### config.mk
export PLATFORM = sky130hd
export DESIGN_NAME = ex_muldiv_sequencer
export DESIGN_NICKNAME = d
export VERILOG_FILES = /design/src/rtl/ex_muldiv_sequencer_pkg.sv /design/src/rtl/ex_muldiv_sequencer_md_iter_core.sv /design/src/rtl/ex_muldiv_sequencer.sv
export SDC_FILE = /design/constraint.sdc
export NUM_CORES = 1
export LEC_CHECK = 0
export CAP_MARGIN = 20
export CORE_ASPECT_RATIO = 0.75
export CORE_MARGIN = 2
export CORE_UTILIZATION = 45
export CTS_BUF_LIST = sky130_fd_sc_hd__clkbuf_16
export CTS_CLUSTER_DIAMETER = 150
export CTS_CLUSTER_SIZE = 12
export DETAILED_ROUTE_END_ITERATION = 10
export SYNTH_ARGS = -nofsm -noshare
export SYNTH_HDL_FRONTEND = slang
export SYNTH_SLANG_ARGS = --single-unit
### constraint.sdc
create_clock -name clk -period 6.9 [get_ports clk]
set_input_delay 1.38 -clock clk [delete_from_list [all_inputs] [get_ports clk]]
set_output_delay 1.38 -clock clk [all_outputs]
set_load 0.01 [all_outputs]
### src/rtl/ex_muldiv_sequencer_pkg.sv
// Shared types and decode helpers for the RV32M multiply/divide sequencer.
package ex_muldiv_sequencer_pkg;

    localparam logic [6:0] FUNCT7_MULDIV = 7'b0000001;

    // funct3 encodings of the M-extension R-type ops
    typedef enum logic [2:0] {
        MD_MUL    = 3'b000,
        MD_MULH   = 3'b001,
        MD_MULHSU = 3'b010,
        MD_MULHU  = 3'b011,
        MD_DIV    = 3'b100,
        MD_DIVU   = 3'b101,
        MD_REM    = 3'b110,
        MD_REMU   = 3'b111
    } md_op_e;

    typedef enum logic [1:0] {
        MD_IDLE,
        MD_CALC,
        MD_DONE
    } md_state_e;

    function automatic logic md_is_div(input md_op_e op);
        return op[2];
    endfunction

    function automatic logic md_is_rem(input md_op_e op);
        return op[2] & op[1];
    endfunction

    // rs1 is treated as signed for MULH, MULHSU, DIV, REM
    function automatic logic md_signed_a(input md_op_e op);
        return (op == MD_MULH) || (op == MD_MULHSU) || (op == MD_DIV) || (op == MD_REM);
    endfunction

    // rs2 is treated as signed for MULH, DIV, REM
    function automatic logic md_signed_b(input md_op_e op);
        return (op == MD_MULH) || (op == MD_DIV) || (op == MD_REM);
    endfunction

endpackage

### src/rtl/ex_muldiv_sequencer_md_iter_core.sv
// Iterative datapath: one shift-add multiply or restoring divide step per cycle
// on unsigned magnitudes. hi/lo share storage: {acc_hi, multiplier/prod_lo}
// for multiply, {remainder, dividend/quotient} for divide.
module md_iter_core #(
    parameter int XLEN = 32,
    localparam int CW  = $clog2(XLEN)
) (
    input  logic            i_clk,
    input  logic            i_rst_n,
    input  logic            i_load,
    input  logic            i_step,
    input  logic            i_is_div,
    input  logic [XLEN-1:0] i_a,
    input  logic [XLEN-1:0] i_b,
    output logic            o_last,
    output logic [XLEN-1:0] o_hi_nxt,
    output logic [XLEN-1:0] o_lo_nxt
);

    logic [XLEN-1:0] r_hi, r_lo, r_b;
    logic [CW-1:0]   r_cnt;
    logic            r_is_div;
    logic [XLEN:0]   w_sum, w_trial, w_diff;

    assign o_last = (r_cnt == '0);

    // next-step value; exposed so the final step can be sign-fixed in the same cycle
    always_comb begin
        w_sum   = {1'b0, r_hi} + {1'b0, r_b};
        w_trial = {r_hi, r_lo[XLEN-1]};
        w_diff  = w_trial - {1'b0, r_b};
        o_hi_nxt = r_hi;
        o_lo_nxt = r_lo;
        if (r_is_div) begin
            // no borrow out of the trial subtract means the quotient bit is 1
            if (!w_diff[XLEN]) begin
                o_hi_nxt = w_diff[XLEN-1:0];
                o_lo_nxt = {r_lo[XLEN-2:0], 1'b1};
            end else begin
                o_hi_nxt = w_trial[XLEN-1:0];
                o_lo_nxt = {r_lo[XLEN-2:0], 1'b0};
            end
        end else if (r_lo[0]) begin
            {o_hi_nxt, o_lo_nxt} = {w_sum, r_lo[XLEN-1:1]};
        end else begin
            {o_hi_nxt, o_lo_nxt} = {1'b0, r_hi, r_lo[XLEN-1:1]};
        end
    end

    // operand load on accept, one iteration per step
    always_ff @(posedge i_clk or negedge i_rst_n) begin
        if (!i_rst_n) begin
            r_hi     <= '0;
            r_lo     <= '0;
            r_b      <= '0;
            r_cnt    <= '0;
            r_is_div <= 1'b0;
        end else if (i_load) begin
            r_hi     <= '0;
            r_lo     <= i_a;
            r_b      <= i_b;
            r_cnt    <= CW'(XLEN - 1);
            r_is_div <= i_is_div;
        end else if (i_step) begin
            r_hi     <= o_hi_nxt;
            r_lo     <= o_lo_nxt;
            r_cnt    <= r_cnt - 1'b1;
        end
    end

endmodule

### src/rtl/ex_muldiv_sequencer.sv
// EX-stage RV32M sequencer: accepts one MUL/DIV op, stalls the pipe while the
// iterative core runs, then pulses result_valid_o with the sign-fixed result.
module ex_muldiv_sequencer
    import ex_muldiv_sequencer_pkg::*;
#(
    parameter int XLEN = 32
) (
    input  logic            clk,
    input  logic            rst_n,
    input  logic            valid_i,
    input  logic [2:0]      md_op_i,
    input  logic [XLEN-1:0] rs1_i,
    input  logic [XLEN-1:0] rs2_i,
    input  logic            flush_i,
    output logic            stall_o,
    output logic [XLEN-1:0] result_o,
    output logic            result_valid_o
);

    md_state_e       r_state;
    md_op_e          r_op;
    logic            r_neg_q, r_neg_r;
    logic [XLEN-1:0] r_result;

    md_op_e          w_op;
    logic            w_sa, w_sb, w_accept, w_div_zero, w_ovf, w_last;
    logic [XLEN-1:0] w_abs_a, w_abs_b, w_special, w_hi_nxt, w_lo_nxt, w_final;
    logic [2*XLEN-1:0] w_prod;

    // operand magnitudes and special-case detection at accept
    always_comb begin
        w_op       = md_op_e'(md_op_i);
        w_sa       = md_signed_a(w_op) & rs1_i[XLEN-1];
        w_sb       = md_signed_b(w_op) & rs2_i[XLEN-1];
        w_abs_a    = w_sa ? -rs1_i : rs1_i;
        w_abs_b    = w_sb ? -rs2_i : rs2_i;
        w_accept   = (r_state == MD_IDLE) & valid_i & ~flush_i;
        w_div_zero = md_is_div(w_op) && (rs2_i == '0);
        w_ovf      = ((w_op == MD_DIV) || (w_op == MD_REM)) &&
                     (rs1_i == {1'b1, {(XLEN-1){1'b0}}}) && (rs2_i == '1);
        w_special  = '0;
        if (w_div_zero)
            w_special = md_is_rem(w_op) ? rs1_i : '1;
        else if (w_ovf)
            w_special = md_is_rem(w_op) ? '0 : rs1_i;
    end

    md_iter_core #(.XLEN(XLEN)) u_core (
        .i_clk    (clk),
        .i_rst_n  (rst_n),
        .i_load   (w_accept),
        .i_step   ((r_state == MD_CALC) & ~flush_i),
        .i_is_div (md_is_div(w_op)),
        .i_a      (w_abs_a),
        .i_b      (w_abs_b),
        .o_last   (w_last),
        .o_hi_nxt (w_hi_nxt),
        .o_lo_nxt (w_lo_nxt)
    );

    // sign fix and slice select applied to the final iteration's output
    always_comb begin
        w_prod = {w_hi_nxt, w_lo_nxt};
        if (r_neg_q)
            w_prod = -w_prod;
        case (r_op)
            MD_MUL:                       w_final = w_prod[XLEN-1:0];
            MD_MULH, MD_MULHSU, MD_MULHU: w_final = w_prod[2*XLEN-1:XLEN];
            MD_DIV, MD_DIVU:              w_final = r_neg_q ? -w_lo_nxt : w_lo_nxt;
            MD_REM, MD_REMU:              w_final = r_neg_r ? -w_hi_nxt : w_hi_nxt;
            default:                      w_final = '0;
        endcase
    end

    // sequencer FSM; flush aborts from any busy state without producing a result
    always_ff @(posedge clk or negedge rst_n) begin
        if (!rst_n) begin
            r_state  <= MD_IDLE;
            r_op     <= MD_MUL;
            r_neg_q  <= 1'b0;
            r_neg_r  <= 1'b0;
            r_result <= '0;
        end else begin
            case (r_state)
                MD_IDLE: begin
                    if (w_accept) begin
                        r_op    <= w_op;
                        r_neg_q <= w_sa ^ w_sb;
                        r_neg_r <= w_sa;
                        if (w_div_zero || w_ovf) begin
                            r_result <= w_special;
                            r_state  <= MD_DONE;
                        end else begin
                            r_state  <= MD_CALC;
                        end
                    end
                end
                MD_CALC: begin
                    if (flush_i) begin
                        r_state <= MD_IDLE;
                    end else if (w_last) begin
                        r_result <= w_final;
                        r_state  <= MD_DONE;
                    end
                end
                default: r_state <= MD_IDLE;
            endcase
        end
    end

    assign stall_o        = ~flush_i & (((r_state == MD_IDLE) & valid_i) | (r_state == MD_CALC));
    assign result_valid_o = ~flush_i & (r_state == MD_DONE);
    assign result_o       = r_result;

endmodule

==> impl_results.md, run 1 <==
- HP Class: reg -> reg
- Total of max-cap violations: 0
- Placed insts: 2541
- Vias/cell: 6.69
- Share of cells above drive strength 1: under 10%
- Synth area leader: dfrtp_1
- ANT nets after route: 0
- Antenna violations before repair: 4
- Highest Clock Rate: around 160 MHz
- Max H-tree Level: 4
- DIE AREA: 0.0361 sq mm
- TNS Setup: 0 ns
- Worst skew pair latency: 0.46 ns
- Endpoints failing hold: 0
- Total grt overflow: 0
- RSZ-0062 raised after global routing: false
- Yosys top cell area share: roughly 23%
- Largest net degree at the start of global routing: between 80 and 90
- Estimated wirelength of the detail-placed design: approximately 53000 um
- DR WL/cell: 26.1 um
- Sink Count: 141
- Cell with the most instances after synthesis: nand2_1
- CTS Hold Bufs: 0
- CP Launch Type: register
- CTS Buf Count: 17
- Post-layout nets: 2254
- Finished Core Util: 52.2%
- Leakage: 6.88 nW
- Initial Util: 46.1%
- CTS Buffer Depth: 2
- Vias in the first global route: 15700
- Netlist cell types: approximately 110
- Core footprint: between 0.03 and 0.04 sq mm
- Post-synth top flop: dfrtp_1
- Run status: completed
- Yosys warnings: 0
- Global placer's final weighted congestion: 1.00
- Placed Area: 0.0171 sq mm
- DR pass1 iterations: 8
- Measured slew at the worst slew-check pin: between 1 and 1.5 ns
- Power Density: 394 mW/mm^2
- Iteration-0 DRC Markers: approximately 2300
- Synth-to-Final Area Change: 13.4%
- Maximum VDD drop: 190 uV
- Hold slack: 0.490 ns
- Post-Syn Instances: 2058
- Die H: 165 um
- Post-route design area: 0.0177 sq mm
- Non-Filler Instances: 2573
- DRC viols: 0
- Clk pin slew, worst setup/hold paths: 0.07 ns
- Ys async rst share: 100%
- PortBufs: 104
- Fin crit period: 6.28 ns
- Multi-input logic area: 0.0113 sq mm
- Register area share after synthesis: 22.7%
- Final Max Tran Viols: 0
- CP endpoint kind: register
- CTS tree: done
- Synthesized cell area: 0.0156 sq mm
- Setup Viol. Count Final: 0
- All-Layer GR Usage: 37.4%
- Setup bufs post-CTS: 0
- Commonest cells post-synth: nand2_1 (243), o21ai_0 (209), a21oi_1 (141), dfrtp_1 (141), nor2_1 (128)
- Clock skew: 0.0161 ns
- Worst setup margin: 0.624 ns
- Number of flops mapped to enable cells by yosys: 0
- Post-synthesis net count: 2202
- Crit path max fanout: 9
- Drt total wl: 67100 um
- Relative slew slack: 17.7%
- Global-route wire length before repair: 100000 um
- CTS Root Cell: clkbuf_16
- Arrival time worst endpoint: 6.60 ns
- Power Total: 6.97 mW
- Largest cells by area after synthesis: dfrtp_1 (23%), o21ai_0 (6.7%), nand2_1 (5.9%)
- Crit Path Class: reg -> reg
- Synthesized area per cell: between 7 and 8 sq um
- CP Data Required Time: 7.22 ns
- Vias: 17200
- Rows: 58
- Filler Cells Inserted: 3428
- Sequential cell area: around 0.0035 sq mm
- # resized after CTS: 0
- Crit share post-route: 91.0%
- Dpl ws: between 0.7 and 0.8 ns
- Ports: 105
- Die width: between 200 and 250 um
- Seq cells post-synth: 141
[worst max-delay path: stages, from the launching register on]
cell      delay, ns
dfrtp_1        0.41
inv_1          0.08
ha_1           0.20
fa_1           0.40
nand2b_1       0.21
a21oi_2        0.31
o21ai_2        0.17
a211o_2        0.39
nand3_1        0.33
a21oi_1        0.12
a211oi_1       0.28
nor2_1         0.16
inv_1          0.15
ha_1           0.22
nand2_1        0.08
nor4b_1        0.48
o211ai_1       0.59
or2_1          0.47
o41a_1         0.39
xnor2_1        0.13
a221oi_1       0.43
o21ai_1        0.10
[final timing paths]
check	startpoint	to	slack [ns]	cells after the start
min in group asynchronous	rst_n	u_core.r_hi[27]$_DFFE_PN0P_	0.98	1
max in group asynchronous	rst_n	u_core.r_lo[2]$_DFFE_PN0P_	4.55	2
worst max register to register	u_core.r_lo[31]$_DFFE_PN0P_	result_o[30]$_DFFE_PN0P_	0.62	21
worst min register to register	result_o[24]$_DFFE_PN0P_	result_o[24]$_DFFE_PN0P_	0.49	2
worst min-delay path	result_o[24]$_DFFE_PN0P_	result_o[24]$_DFFE_PN0P_	0.49	2
worst max-delay path	u_core.r_lo[31]$_DFFE_PN0P_	result_o[30]$_DFFE_PN0P_	0.62	21
[layout make-up]
cell class                      count  area share [%]
Multi-Input combinational cell   1724            64.1
Sequential cell                   141            20.0
Timing Repair Buffer              152            7.94
Tap cell                          450            3.19
Clock buffer                       17            2.41
Inverter                           74            1.57
Clock inverter                     14           0.772
Antenna cell                        1          0.0142
[power by group]
part	internal, mW	total, mW	switching [mW]	leakage, nW
combinational	1.64	4.72	3.08	4.84
sequential	0.986	1.31	0.323	1.77
clock	0.502	0.940	0.438	0.270
total	3.13	6.97	3.84	6.88
[metal layers]
layer / vias up / track usage (%) / part of all wire [%]
met4: 4 / 6.76 / 1.2
met1: 8337 / 57.0 / 46
li1: 7819 / - / -
met5: - / 2.08 / 0.17
met3: 62 / 16.3 / 15
met2: 985 / 47.5 / 37
[kinds of logic (layout without fill, tap and decap cells)]
group / Yosys count / count (layout) / synth area share, %
compound gates: 738 / 738 / 31.7
xor+xnor: 171 / 171 / 9.62
fa+ha+maj: 73 / 73 / 5.96
buf+inv: 193 / 257 / 4.91
flops: 141 / 141 / 22.7
mux: 44 / 44 / 2.85
other cells: 0 / 1 / 0
simple gates: 698 / 698 / 22.3
[flip-flops by register name, summed over array words and instances (netlist names)]
| signal | cells |
|---|---|
| result_o | 32 |
| u_core.r_b | 32 |
| u_core.r_hi | 32 |
| u_core.r_lo | 32 |
| u_core.r_cnt | 5 |
| r_op | 3 |
| r_state | 2 |
| r_neg_q | 1 |
| r_neg_r | 1 |
| u_core.r_is_div | 1 |
[layout by cell type, fill, tap and decap left out, types with 48 or more instances in the layout]
master and count:
clkdlybuf4s50_1 103, o21ai_0 209, nor3_1 56, a21oi_1 140
nand3_1 49, xnor2_1 93, nor2_1 126, dfrtp_1 140
nand2_1 242, ha_1 71, inv_1 72, buf_4 48
xor2_1 78
Note: power is estimated with default switching activity, not from simulation.
==> run 2: changes to the inputs <==
--- a/config.mk
+++ b/config.mk
@@ -5,7 +5,6 @@
 export SDC_FILE = /design/constraint.sdc
 export NUM_CORES = 1
 export LEC_CHECK = 0
-export CAP_MARGIN = 20
 export CORE_ASPECT_RATIO = 0.75
 export CORE_MARGIN = 2
 export CORE_UTILIZATION = 45
==> results of run 2 <==
Final layout, timing and power as in run 1 (identical DEF).
